`src/rtl/serial_feeder.sv`:
```
// serial_feeder: parallel-to-serial shifter feeding a bit-serial consumer.
// Accepts a word plus a bit length over a valid/ready handshake and sends the
// word MSB first, one bit per clock. Back-to-back words run with no gap.
// Optional feature: define FEEDER_REPEAT_EN to add the rpt input, which restarts
// the latched word at its last bit when no new word is accepted.
module serial_feeder #(
  parameter int WIDTH = 32
) (
  input  logic             clk,
  input  logic             rst,
`ifdef FEEDER_REPEAT_EN
  input  logic             rpt,
`endif
  input  logic             load_valid,
  output logic             load_ready,
  input  logic [WIDTH-1:0] load_data,
  input  logic [5:0]       load_len,
  output logic             dout,
  output logic             dout_valid,
  output logic             busy,
  output logic             done
);

  localparam int CW = (WIDTH > 1) ? $clog2(WIDTH) : 1;

  typedef enum logic {
    IDLE  = 1'b0,
    SHIFT = 1'b1
  } state_t;

  state_t           state;
  logic [WIDTH-1:0] shreg;     // current bit always sits in the MSB
  logic [CW-1:0]    cnt;       // index of the bit on dout
  logic [CW-1:0]    last_idx;  // N-1 for the word in flight
  logic [CW-1:0]    new_last;  // N-1 for the word offered on load_*
  logic             last_bit;
  logic             accept;
`ifdef FEEDER_REPEAT_EN
  logic [WIDTH-1:0] word_q;    // untouched copy of the word for restarting
`endif

  // Effective length: 0 or anything longer than the register means a full word.
  always_comb begin
    // NOTE: give every combinational output a default first so no path leaves
    // it unassigned; otherwise synthesis infers a latch.
    new_last = CW'(WIDTH - 1);
    if (load_len != 6'd0 && 32'(load_len) <= WIDTH)
      new_last = CW'(32'(load_len) - 32'd1);
  end

  // done is registered and is only ever set while shifting, so it marks the
  // last-bit cycle; load_ready is derived from flops only, not from load_valid.
  assign last_bit   = (state == SHIFT) && done;
  assign load_ready = (state == IDLE) || last_bit;
  assign accept     = load_valid && load_ready;

  assign busy       = (state == SHIFT);
  assign dout_valid = (state == SHIFT);
  assign dout       = shreg[WIDTH-1];

  // Control FSM plus datapath: accept, shift, finish, optional restart.
  always_ff @(posedge clk) begin
    // NOTE: sequential state uses non-blocking assignments so every flop samples
    // the pre-edge values, independent of statement order.
    if (rst) begin
      state    <= IDLE;
      shreg    <= '0;
      cnt      <= '0;
      last_idx <= '0;
      done     <= 1'b0;
`ifdef FEEDER_REPEAT_EN
      word_q   <= '0;
`endif
    end else if (accept) begin
      state    <= SHIFT;
      shreg    <= load_data;
      cnt      <= '0;
      last_idx <= new_last;
      done     <= (new_last == '0);
`ifdef FEEDER_REPEAT_EN
      word_q   <= load_data;
`endif
    end else if (state == SHIFT) begin
      if (last_bit) begin
`ifdef FEEDER_REPEAT_EN
        if (rpt) begin
          shreg <= word_q;
          cnt   <= '0;
          done  <= (last_idx == '0);
        end else begin
          state <= IDLE;
          shreg <= '0;
          cnt   <= '0;
          done  <= 1'b0;
        end
`else
        state <= IDLE;
        shreg <= '0;
        cnt   <= '0;
        done  <= 1'b0;
`endif
      end else begin
        shreg <= shreg << 1;
        cnt   <= cnt + 1'b1;
        done  <= ((cnt + 1'b1) == last_idx);
      end
    end
  end

endmodule

```
`config.mk`:
```
export PLATFORM = sky130hd
export DESIGN_NAME = serial_feeder
export DESIGN_NICKNAME = d
export VERILOG_FILES = /design/src/rtl/serial_feeder.sv
export SDC_FILE = /design/constraint.sdc
export NUM_CORES = 1
export LEC_CHECK = 0
export CAP_MARGIN = 20
export CORE_MARGIN = 1
export CORE_UTILIZATION = 55
export DETAILED_ROUTE_END_ITERATION = 12
export HOLD_SLACK_MARGIN = 0.08
export PLACE_DENSITY = 0.84
export SLEW_MARGIN = 30
export SYNTH_ARGS = -nofsm -noshare
export SYNTH_HDL_FRONTEND = slang
export SYNTH_SLANG_ARGS = --single-unit
export TNS_END_PERCENT = 50
```
`constraint.sdc`:
```
create_clock -name clk -period 4.2 [get_ports clk]
set_input_delay 0.84 -clock clk [delete_from_list [all_inputs] [get_ports clk]]
set_output_delay 0.84 -clock clk [all_outputs]
set_load 0.02 [all_outputs]
```
==> impl_summary.txt <==
----------------------------------------------------
[Run status]
  Run status ... finished, final reports clean

[Route]
  Routed metal-1 wire length ... 2.33 mm
  Post-Route WL ... 5.30 mm
  Highest metal layer used by the detailed router ... met4
  Wire per inst ... 13.8 um
  Detail-routed via count per cell ... 5.84
  Initial drt markers ... 240
  DR pass1 iterations ... 4
  Routed length on met3 ... 355 um
  DRC violation count after routing ... 0
  Number of antenna-violating nets in the routed design ... 0
  Vias after detailed routing ... 2242
  Wire length on met2 ... 2.54 mm

[Logic synthesis]
  Post-synth ARST share ... 0%
  Ys Warns ... 0
  Area share of the largest cell type after synthesis ... 37.7%
  Share of the synthesized area in compound gates (AO/OA/AOI/OAI) ... 24.0%
  Share of synthesized cell area in full adder, half adder and majority cells ... 1.61%
  Total of flip-flops plus latches after synthesis ... 44
  Largest cells by area after synthesis ... sky130_fd_sc_hd__dfxtp_1 (38%), sky130_fd_sc_hd__a221oi_1 (12%), sky130_fd_sc_hd__nor3_1 (7.7%)
  Net count after synthesis ... 348
  XOR/XNOR Fraction of Synth Area ... 4.45%
  Number of enable-type register cells in the synthesized netlist ... 0
  Number of library cell types mapped by synthesis ... 34
  Syn_area_per_cell ... 7.68 um2
  Simple-gate portion of the synthesized area ... 20.2%
  Flip-flop cell with the highest count after synthesis ... sky130_fd_sc_hd__dfxtp_1
  Share of cell area taken by muxes after synthesis ... 0.428%
  Sequential share of the synthesized area ... 37.7%
  Cell count after synthesis ... 304
  Library cell occupying the most area in the post-synthesis netlist ... sky130_fd_sc_hd__dfxtp_1
  Netlist Area Pre-Place ... 0.00234 mm2
  Dominant combinational cell family by area after synthesis ... compound AO/OA/AOI/OAI gates

[Worst setup path]
  Critical Path Slowest Stage Cell ... sky130_fd_sc_hd__clkdlybuf4s50_1
  CP peak stage delay ... 0.65 ns
  Critical path fanouts, max ... 25
  CP Class ... flip-flop to output port
  Arrival time of data at the critical path endpoint ... 1.91 ns
  Critical Path End Type ... output port
  Crit path buf inv count ... 2
  Cell-by-cell listing of the critical path ... buf_4 -> clkdlybuf4s50_1
  Required time reported for the critical path endpoint ... 3.36 ns
  CP delay by family, top ... buffers and inverters
  Crit path launch type ... flip-flop

[Power]
  Sw power ... 0.273 mW
  Internal power summed over all cells ... 0.664 mW
  Clock share of power ... 28.3%
  Leakage ... 1.18 nW
  Combinational cell fraction of total power ... 21.4%
  Switching share of power ... 29.1%
  Sequential share of power ... 50.4%
  Worst vdd rail ir drop ... 0.165 mV
  P per Cell Area ... 331 mW/mm2

[Floorplanning]
  Count of standard-cell rows ... 23
  Vert. Die Dim ... 67.2 um
  Placeable core region ... 0.00403 mm2
  Number of top-level pins ... 46
  Chip width ... 67.2 um
  Die ar. ... 0.00451 mm2
  Effective utilization at floorplan ... 58.0%

[Finish]
  Final net count ... 377
  ANT cells ... 0
  Ratio of cells with drive above 1 in the final layout ... 5.69%
  Final Cell Area ... 0.00283 mm2
  Filler instances ... 345
  Area overhead of the layout relative to synthesis ... 21.3%

[Timing]
  Unrepaired setup endpoints after global routing ... false
  Final setup violation count ... 0
  Total count of max-transition violations in the final report ... 0
  Worst Tran Pin Value ... 0.659 ns
  Maximum operating frequency ... 364 MHz
  Final worst path period share ... 65.5%
  Final Hold Fails ... 0
  Min Tclk post-route ... 2.75 ns
  Clock skew ... 0.0112 ns
  Worst slew margin relative to its limit ... 56.0%
  TNS Setup ... 0 ns
  Hold slack ... 0.475 ns

[Placed design]
  Number of buffer cells added on primary ports ... 45
  Final Wtd Congestion ... 0.770
  Placed standard-cell area ... 0.00275 mm2
  Hpwl dp ... 3.30 mm

[Clock network]
  Clk Latency, worst-skew pair ... 0.30 ns
  Post-cts gate resize count ... 0
  Number of clock sinks ... 44
  Clock tree from TritonCTS ... built
  CTS H-tree depth ... 2
  Number of CTS-inserted buffers ... 5
  Clock tree root driver cell ... sky130_fd_sc_hd__clkbuf_8
  Number of buffers inserted by post-CTS setup repair ... 0
  Hold buffers post-CTS ... 0
  CTS clk-pin slew, worst paths ... 0.08 ns
  Worst-case clock buffer depth ... 2

[Run]
  Max-cap violations ... 0

[GRT]
  Wire length of the first global-routing pass ... 8.57 mm
  Pin count of the biggest net entering global routing ... 45
  Total global-route track usage ... 25.1%
  Vias in the first global route ... 1952
  Initial antenna violation count ... 0
  Global route overflow ... 0

[Min path]
  Classification of the worst-slack hold path ... flip-flop to flip-flop

----------------------------------------------------
power by group through the flow:
stage               Clock (mW)  Sequential (mW)  Combinational [mW]
finish                   0.265            0.472               0.200
CTS                      0.273            0.471               0.200
global placement             0            0.480               0.195
detailed placement           0            0.481               0.198
floorplan                    0            0.476               0.133
global route             0.289            0.475               0.222
final cells by class:
type	count	area (um2)	share of cell area, %
clock buffers	5	68.8	2.43
clock inverters	3	18.8	0.663
inverters	34	130	4.59
multi-input cells	198	1180	41.8
flip-flops and latches	44	881	31.1
well taps	50	62.6	2.21
repair buffers	50	488	17.2
state kept, by name, indices dropped and copies added (netlist names):
register and count:
busy 1, done 1, shreg 32, last_idx 5, cnt 5
synthesized netlist by cell type, drive strengths merged (2+ instances only):
library cell  instances
xor2                  3
a21oi                34
ha                    3
o21ai                 3
nor2                 48
nor3                 36
a22oi                 4
xnor2                 8
and2                  2
buf                  14
a221oi               31
nor2b                 2
nand3                 2
or2                   2
inv                  34
dfxtp                44
a311oi                4
nand2                 8
clkbuf               14
metrics by stage:
step,worst slack (ns),power [mW],utilization [%],cells
detailed placement,1.60,0.679,68.1,376
global route,1.33,0.985,70.3,384
CTS,1.45,0.944,70.3,384
global placement,1.64,0.674,68.1,376
finish,1.45,0.936,70.3,384
floorplan,2.30,0.609,-,304
routing by layer:
layer	track usage (%)	up-vias
li1	-	1128
met1	31.1	1027
met2	41.1	82
met3	5.74	5
met4	11.4	0
met5	0	-
tightest hold or removal path: stages, from the launching register on:
cell	delay, ns
sky130_fd_sc_hd__dfxtp_1	0.32
sky130_fd_sc_hd__nand2_1	0.05
sky130_fd_sc_hd__a21oi_1	0.05
kinds of logic after synthesis:
kind of cell	after synthesis
AO/OA/AOI/OAI	80
XOR/XNOR	11
adder cells (fa/ha/maj)	3
buffers and inverters	62
flip-flops	44
multiplexers	1
AND/OR/NAND/NOR	103
cells in the final DEF (no fill, tap or decap), types with 2 or more instances in the layout:
| cell | instances |
|---|---|
| sky130_fd_sc_hd__nor2_1 | 48 |
| sky130_fd_sc_hd__clkdlybuf4s50_1 | 45 |
| sky130_fd_sc_hd__dfxtp_1 | 44 |
| sky130_fd_sc_hd__nor3_1 | 36 |
| sky130_fd_sc_hd__a21oi_1 | 34 |
| sky130_fd_sc_hd__inv_1 | 33 |
| sky130_fd_sc_hd__a221oi_1 | 31 |
| sky130_fd_sc_hd__nand2_1 | 8 |
| sky130_fd_sc_hd__xnor2_1 | 7 |
| sky130_fd_sc_hd__clkbuf_8 | 5 |
| sky130_fd_sc_hd__buf_4 | 5 |
| sky130_fd_sc_hd__a22oi_1 | 4 |
| sky130_fd_sc_hd__a311oi_1 | 4 |
| sky130_fd_sc_hd__o21ai_0 | 3 |
| sky130_fd_sc_hd__xor2_1 | 3 |
| sky130_fd_sc_hd__ha_1 | 3 |
| sky130_fd_sc_hd__or2_2 | 2 |
| sky130_fd_sc_hd__nand3_1 | 2 |
| sky130_fd_sc_hd__clkinv_2 | 2 |
final timing paths:
kind         depth (start not counted)  slack (ns)                  endpoint                     start
min                                  2        0.48  last_idx[4]$_SDFFE_PP0P_  last_idx[4]$_SDFFE_PP0P_
max                                  2        1.45                dout_valid           busy$_SDFF_PP0_
max reg2reg                          5        2.29         done$_SDFFE_PP0P_           busy$_SDFF_PP0_
min reg2reg                          2        0.48  last_idx[4]$_SDFFE_PP0P_  last_idx[4]$_SDFFE_PP0P_
Power figures use the tool's default switching activity.
